[src/rtl/vram_sys_arb.sv]
// rtl/vram_sys_arb.sv - VRAM system-port arbiter: CPU access FSM plus constant-word fill engine (fill built only when VRAM_FILL_EN is defined)
module vram_sys_arb #(
  parameter int ADDR_WIDTH = 13,
  parameter int DATA_WIDTH = 32,
  parameter int LEN_WIDTH  = 11
) (
  input  logic                  clk,
  input  logic                  rst,
  input  logic                  cpu_req,
  input  logic                  cpu_wen,
  input  logic [ADDR_WIDTH-1:0] cpu_addr,
  input  logic [DATA_WIDTH-1:0] cpu_wdata,
  output logic [DATA_WIDTH-1:0] cpu_rdata,
  output logic                  cpu_ack,
  input  logic                  fill_start,
  input  logic [ADDR_WIDTH-1:0] fill_addr,
  input  logic [LEN_WIDTH-1:0]  fill_len,
  input  logic [DATA_WIDTH-1:0] fill_data,
  output logic                  fill_busy,
  output logic                  fill_done,
  output logic [ADDR_WIDTH-1:0] addr_sys,
  output logic [DATA_WIDTH-1:0] in_sys,
  output logic                  wen,
  input  logic [DATA_WIDTH-1:0] out_sys
);

  typedef enum logic {IDLE = 1'b0, CPU_ACK = 1'b1} state_t;

  state_t                state;
  logic                  ack_is_read;
  logic                  cpu_grant;
  logic                  fill_grant;
  logic [ADDR_WIDTH-1:0] fill_wr_addr;
  logic [DATA_WIDTH-1:0] fill_wr_data;

  // The CPU wins the port whenever it asks from IDLE; the ack cycle leaves the port to the fill.
  assign cpu_grant = !rst && (state == IDLE) && cpu_req;

  // CPU handshake: grant in IDLE, acknowledge exactly one cycle later, then back to IDLE.
  always_ff @(posedge clk) begin
    if (rst) begin
      state       <= IDLE;
      ack_is_read <= 1'b0;
    end else begin
      case (state)
        IDLE: begin
          if (cpu_req) begin
            state       <= CPU_ACK;
            ack_is_read <= !cpu_wen;
          end
        end
        CPU_ACK: begin
          state       <= IDLE;
          ack_is_read <= 1'b0;
        end
        default: begin
          state       <= IDLE;
          ack_is_read <= 1'b0;
        end
      endcase
    end
  end

  // rst gates the ack so a reset landing on the ack cycle drops it immediately.
  assign cpu_ack   = !rst && (state == CPU_ACK);
  assign cpu_rdata = (cpu_ack && ack_is_read) ? out_sys : '0;

`ifdef VRAM_FILL_EN
  localparam int PTR_WIDTH = ADDR_WIDTH - 2;

  logic                 busy_q;
  logic                 done_q;
  logic [PTR_WIDTH-1:0] ptr_q;
  logic [LEN_WIDTH-1:0] cnt_q;
  logic [DATA_WIDTH-1:0] data_q;
  logic                 unused_fill_addr_lo;

  // Fill targets whole words, so the byte offset is dropped.
  assign unused_fill_addr_lo = ^fill_addr[1:0];
  assign fill_grant          = !rst && !cpu_grant && busy_q;

  // Fill engine: latch job on an idle start, then one word per granted cycle until the count runs out.
  always_ff @(posedge clk) begin
    if (rst) begin
      busy_q <= 1'b0;
      done_q <= 1'b0;
      ptr_q  <= '0;
      cnt_q  <= '0;
      data_q <= '0;
    end else begin
      done_q <= 1'b0;
      if (!busy_q && fill_start) begin
        ptr_q  <= fill_addr[ADDR_WIDTH-1:2];
        cnt_q  <= fill_len;
        data_q <= fill_data;
        if (fill_len == '0) begin
          done_q <= 1'b1;
        end else begin
          busy_q <= 1'b1;
        end
      end else if (fill_grant) begin
        ptr_q <= ptr_q + PTR_WIDTH'(1);
        cnt_q <= cnt_q - LEN_WIDTH'(1);
        if (cnt_q == LEN_WIDTH'(1)) begin
          busy_q <= 1'b0;
          done_q <= 1'b1;
        end
      end
    end
  end

  assign fill_wr_addr = {ptr_q, 2'b00};
  assign fill_wr_data = data_q;
  assign fill_busy    = !rst && busy_q;
  assign fill_done    = !rst && done_q;
`else
  logic unused_fill;

  // Without the fill engine the fill inputs are deliberately ignored.
  assign unused_fill  = ^{fill_start, fill_addr, fill_len, fill_data};
  assign fill_grant   = 1'b0;
  assign fill_wr_addr = '0;
  assign fill_wr_data = '0;
  assign fill_busy    = 1'b0;
  assign fill_done    = 1'b0;
`endif

  // VRAM port mux driven straight from this cycle's grant.
  always_comb begin
    addr_sys = '0;
    in_sys   = '0;
    wen      = 1'b0;
    if (cpu_grant) begin
      addr_sys = cpu_addr;
      in_sys   = cpu_wdata;
      wen      = cpu_wen;
    end else if (fill_grant) begin
      addr_sys = fill_wr_addr;
      in_sys   = fill_wr_data;
      wen      = 1'b1;
    end
  end

endmodule

[config.mk]
export PLATFORM = sky130hd
export DESIGN_NAME = vram_sys_arb
export DESIGN_NICKNAME = d
export VERILOG_FILES = /design/src/rtl/vram_sys_arb.sv
export SDC_FILE = /design/constraint.sdc
export NUM_CORES = 1
export LEC_CHECK = 0
export CORE_AREA = 2 2 84 86
export DETAILED_ROUTE_END_ITERATION = 16
export DIE_AREA = 0 0 86 88
export GPL_ROUTABILITY_DRIVEN = 0
export PLACE_DENSITY = 0.76
export SLEW_MARGIN = 10
export SYNTH_ARGS = -nofsm -noshare
export SYNTH_HDL_FRONTEND = slang
export SYNTH_SLANG_ARGS = --single-unit
[constraint.sdc]
create_clock -name clk -period 1.3 [get_ports clk]
set_input_delay 0.26 -clock clk [delete_from_list [all_inputs] [get_ports clk]]
set_output_delay 0.26 -clock clk [all_outputs]
set_load 0.05 [all_outputs]
==> impl_metrics.csv <==
group,metric,value,unit
outcome,status,"finished, violations left",
critical_path,cpMostUsedCell,"buf_12",
cts,cts-buffers-inserted,3,
routing,drcViolationCount,0,
power,clockPowerShare,0.201,
critical_path,timing.rr.end,"ack_is_read$_SDFFE_PP0P_",
power,power_density,372,mW/mm2
cts,cts-root-buf,"clkbuf_8",
hold_path,holdCritPathClass,"in -> reg",
floorplanning,start_util,0.0953,
timing,finalCriticalPeriod,1600,ps
cts,htree_num_levels,1,
final_layout,final_common_cell,"buf_12",
timing,min_period_over_period,1.23,
timing,finalHoldViolCount,0,
run,drv_cap,0,
timing,finalWorstSetupSlack,-304,ps
cts,ctsLongestPathBuffers,2,
power,intPower,808,uW
yosys,synthCells,96,
timing,setup_viol,78,
grt,grt_overflow_total,0,
final_layout,final_cell_mix,"buf_12 (82), clkdlybuf4s50_1 (77), and2_4 (39)",
routing,ant_nets,0,
final_layout,syn2layout_area_growth,434,%
grt,grt_max_degree,33,
critical_path,start_kind,"flop",
routing,viasPerCell,3.72,
final_layout,fin_nets,398,
floorplanning,io_pins,219,
yosys,synthDominantCellAreaShare,0.761,
routing,drtPass1Iterations,2,
power,total_power,1260,uW
hold_path,min_to,"ack_is_read$_SDFFE_PP0P_",
power,pwr-share-comb,0.744,
cts,clkSlewWorstSetupHoldPaths,30,ps
critical_path,reg2reg_depth,2,
timing,worst_clock_skew,1.95,ps
routing,drt_wl_total,4140,um
yosys,synth_seq_cells,2,
routing,vias,1257,
floorplanning,die-area,0.00757,mm2
yosys,yosysTopAreaCell,"and2_1",
critical_path,crit_fanout,11,
power,sw_frac_of_total,0.358,
grt,grt_pass1_vias,1345,
floorplanning,dieHeight,88,um
final_layout,antenna_cells,0,
power,vdd_drop_max,0.398,mV
critical_path,path_class,"reg -> out",
timing,fin_tns_setup,-19480,ps
routing,wire_per_inst,12.3,um
critical_path,crit_arrival,1340,ps
cts,cts.sinks,2,
timing,rsz0062_at_grt,"yes",
grt,grt_pass1_wl,6590,um
yosys,netlist_area,633,um2
yosys,synth.area.top_cells,"and2_1 (76%), dfxtp_1 (6.3%), clkbuf_2 (4.7%)",
power,pwr-share-seq,0.055,
critical_path,rrSetupSlack,410,ps
critical_path,cpPeakStageDelay,320,ps
floorplanning,die-width,86,um
hold_path,hold_depth,2,
yosys,yosysUniqueCellTypes,12,
outcome,violations,"setup timing",
critical_path,r2r-start,"state$_SDFF_PP0_",
final_layout,drive_gt1_frac,0.671,
placed_design,dpl.hpwl,3580,um
power,leakage,0.00141,uW
grt,antenna_found_initial,0,
timing,slew_viol_final,0,
critical_path,crit_path_end_kind,"output pin",
power,switchingPower,450,uW
yosys,ys_seq_area_frac,0.0632,
yosys,syn_area_per_cell,6.59,um2
grt,grtUsageTotal,0.110,
critical_path,crit_required,1040,ps
hold_path,min-delay-start,"cpu_wen",
floorplanning,rows,30,
routing,drtIter0Drc,12,
cts,clock_latency,220,ps
yosys,ys_warn_count,0,
timing,fmax,624,MHz
critical_path,crit_chain,"nor3b_4 -> buf_6 -> buf_12 -> and2_4 -> buf_12",
cts,cts_tree,"done",
placed_design,io_buffers,159,
critical_path,cp_slowest_cell,"dfxtp_2",
floorplanning,fp.coreArea,0.00664,mm2
routing by layer:
| metal | track usage | routed length, um | vias up |
|---|---|---|---|
| li1 | - | - | 606 |
| met1 | 0.110 | 1310 | 545 |
| met2 | 0.219 | 2300 | 104 |
| met3 | 0.0320 | 514 | 2 |
| met4 | 0.0303 | 23 | 0 |
| met5 | 0 | 0 | - |
critical path, delay by kind of cell, from the launching register on:
family / cells / cell delay [ps]
flops: 1 / 320
simple gates: 2 / 390
buf+inv: 3 / 410
flip-flops by register name (all words and copies together), names as in the netlist:
| register | cells |
|---|---|
| ack_is_read | 1 |
| state | 1 |
how the worst max path moves through the flow:
| stage | cells after the start | end | slack (ps) | from |
|---|---|---|---|---|
| CTS | 6 | addr_sys[6] | -390 | state$_SDFF_PP0_ |
| floorplan | 3 | addr_sys[0] | -80 | state$_SDFF_PP0_ |
| finish | 5 | addr_sys[6] | -300 | state$_SDFF_PP0_ |
| global placement | 5 | cpu_rdata[11] | -500 | rst |
| global route | 5 | addr_sys[6] | -350 | state$_SDFF_PP0_ |
| detailed placement | 5 | addr_sys[6] | -520 | rst |
metrics by stage:
step	cell area (um2)	utilization	instances	hold WS, ps	worst slack [ps]
after floorplan	748	-	97	343	-76.6
after global placement	3240	0.488	332	494	-500
after detailed placement	3240	0.488	332	534	-516
after CTS	3440	0.518	341	433	-390
after global routing	3380	0.509	338	467	-353
final	3380	0.509	338	442	-304
cell type report:
| class | count | area [um2] |
|---|---|---|
| Multi-Input combinational cell | 86 | 712 |
| Tap cell | 80 | 100 |
| Sequential cell | 2 | 41.3 |
| Timing Repair Buffer | 167 | 2490 |
| Clock buffer | 3 | 41.3 |
| Fill cell | 557 | 3260 |
power by group through the flow:
| stage | Sequential, uW | Clock, uW | Combinational, uW |
|---|---|---|---|
| 6_report | 69.6 | 253 | 936 |
| 5_1_grt | 70.5 | 263 | 975 |
| 4_1_cts | 69.7 | 261 | 969 |
| 3_5_place_dp | 70.4 | 0 | 892 |
| 3_3_place_gp | 70.0 | 0 | 883 |
| 2_1_floorplan | 70.1 | 0 | 339 |
cell families (layout without fill, tap and decap cells):
group / Yosys count / count (layout) / synth area share
AO/OA/AOI/OAI: 1 / 1 / 0.0138
buffers and inverters: 9 / 170 / 0.0830
flip-flops: 2 / 2 / 0.0632
other: 1 / 2 / 0.00592
AND/OR/NAND/NOR: 83 / 83 / 0.834
what timing repair did:
action,4_1_cts,5_1_grt
endpoints found under the setup margin,79,78
pin swaps,4,2
gates resized for setup,40,8
gates cloned,2,0
hold buffers,0,0
setup buffers,4,0
Yosys cell counts (all sizes together):
library cell,count
nor3b,1
nor3,1
buf,3
nor2,1
clkbuf,6
and3b,1
nand2,1
nor2b,1
a2111oi,1
dfxtp,2
and2,77
conb,1
Note: power is estimated with default switching activity, not from simulation.
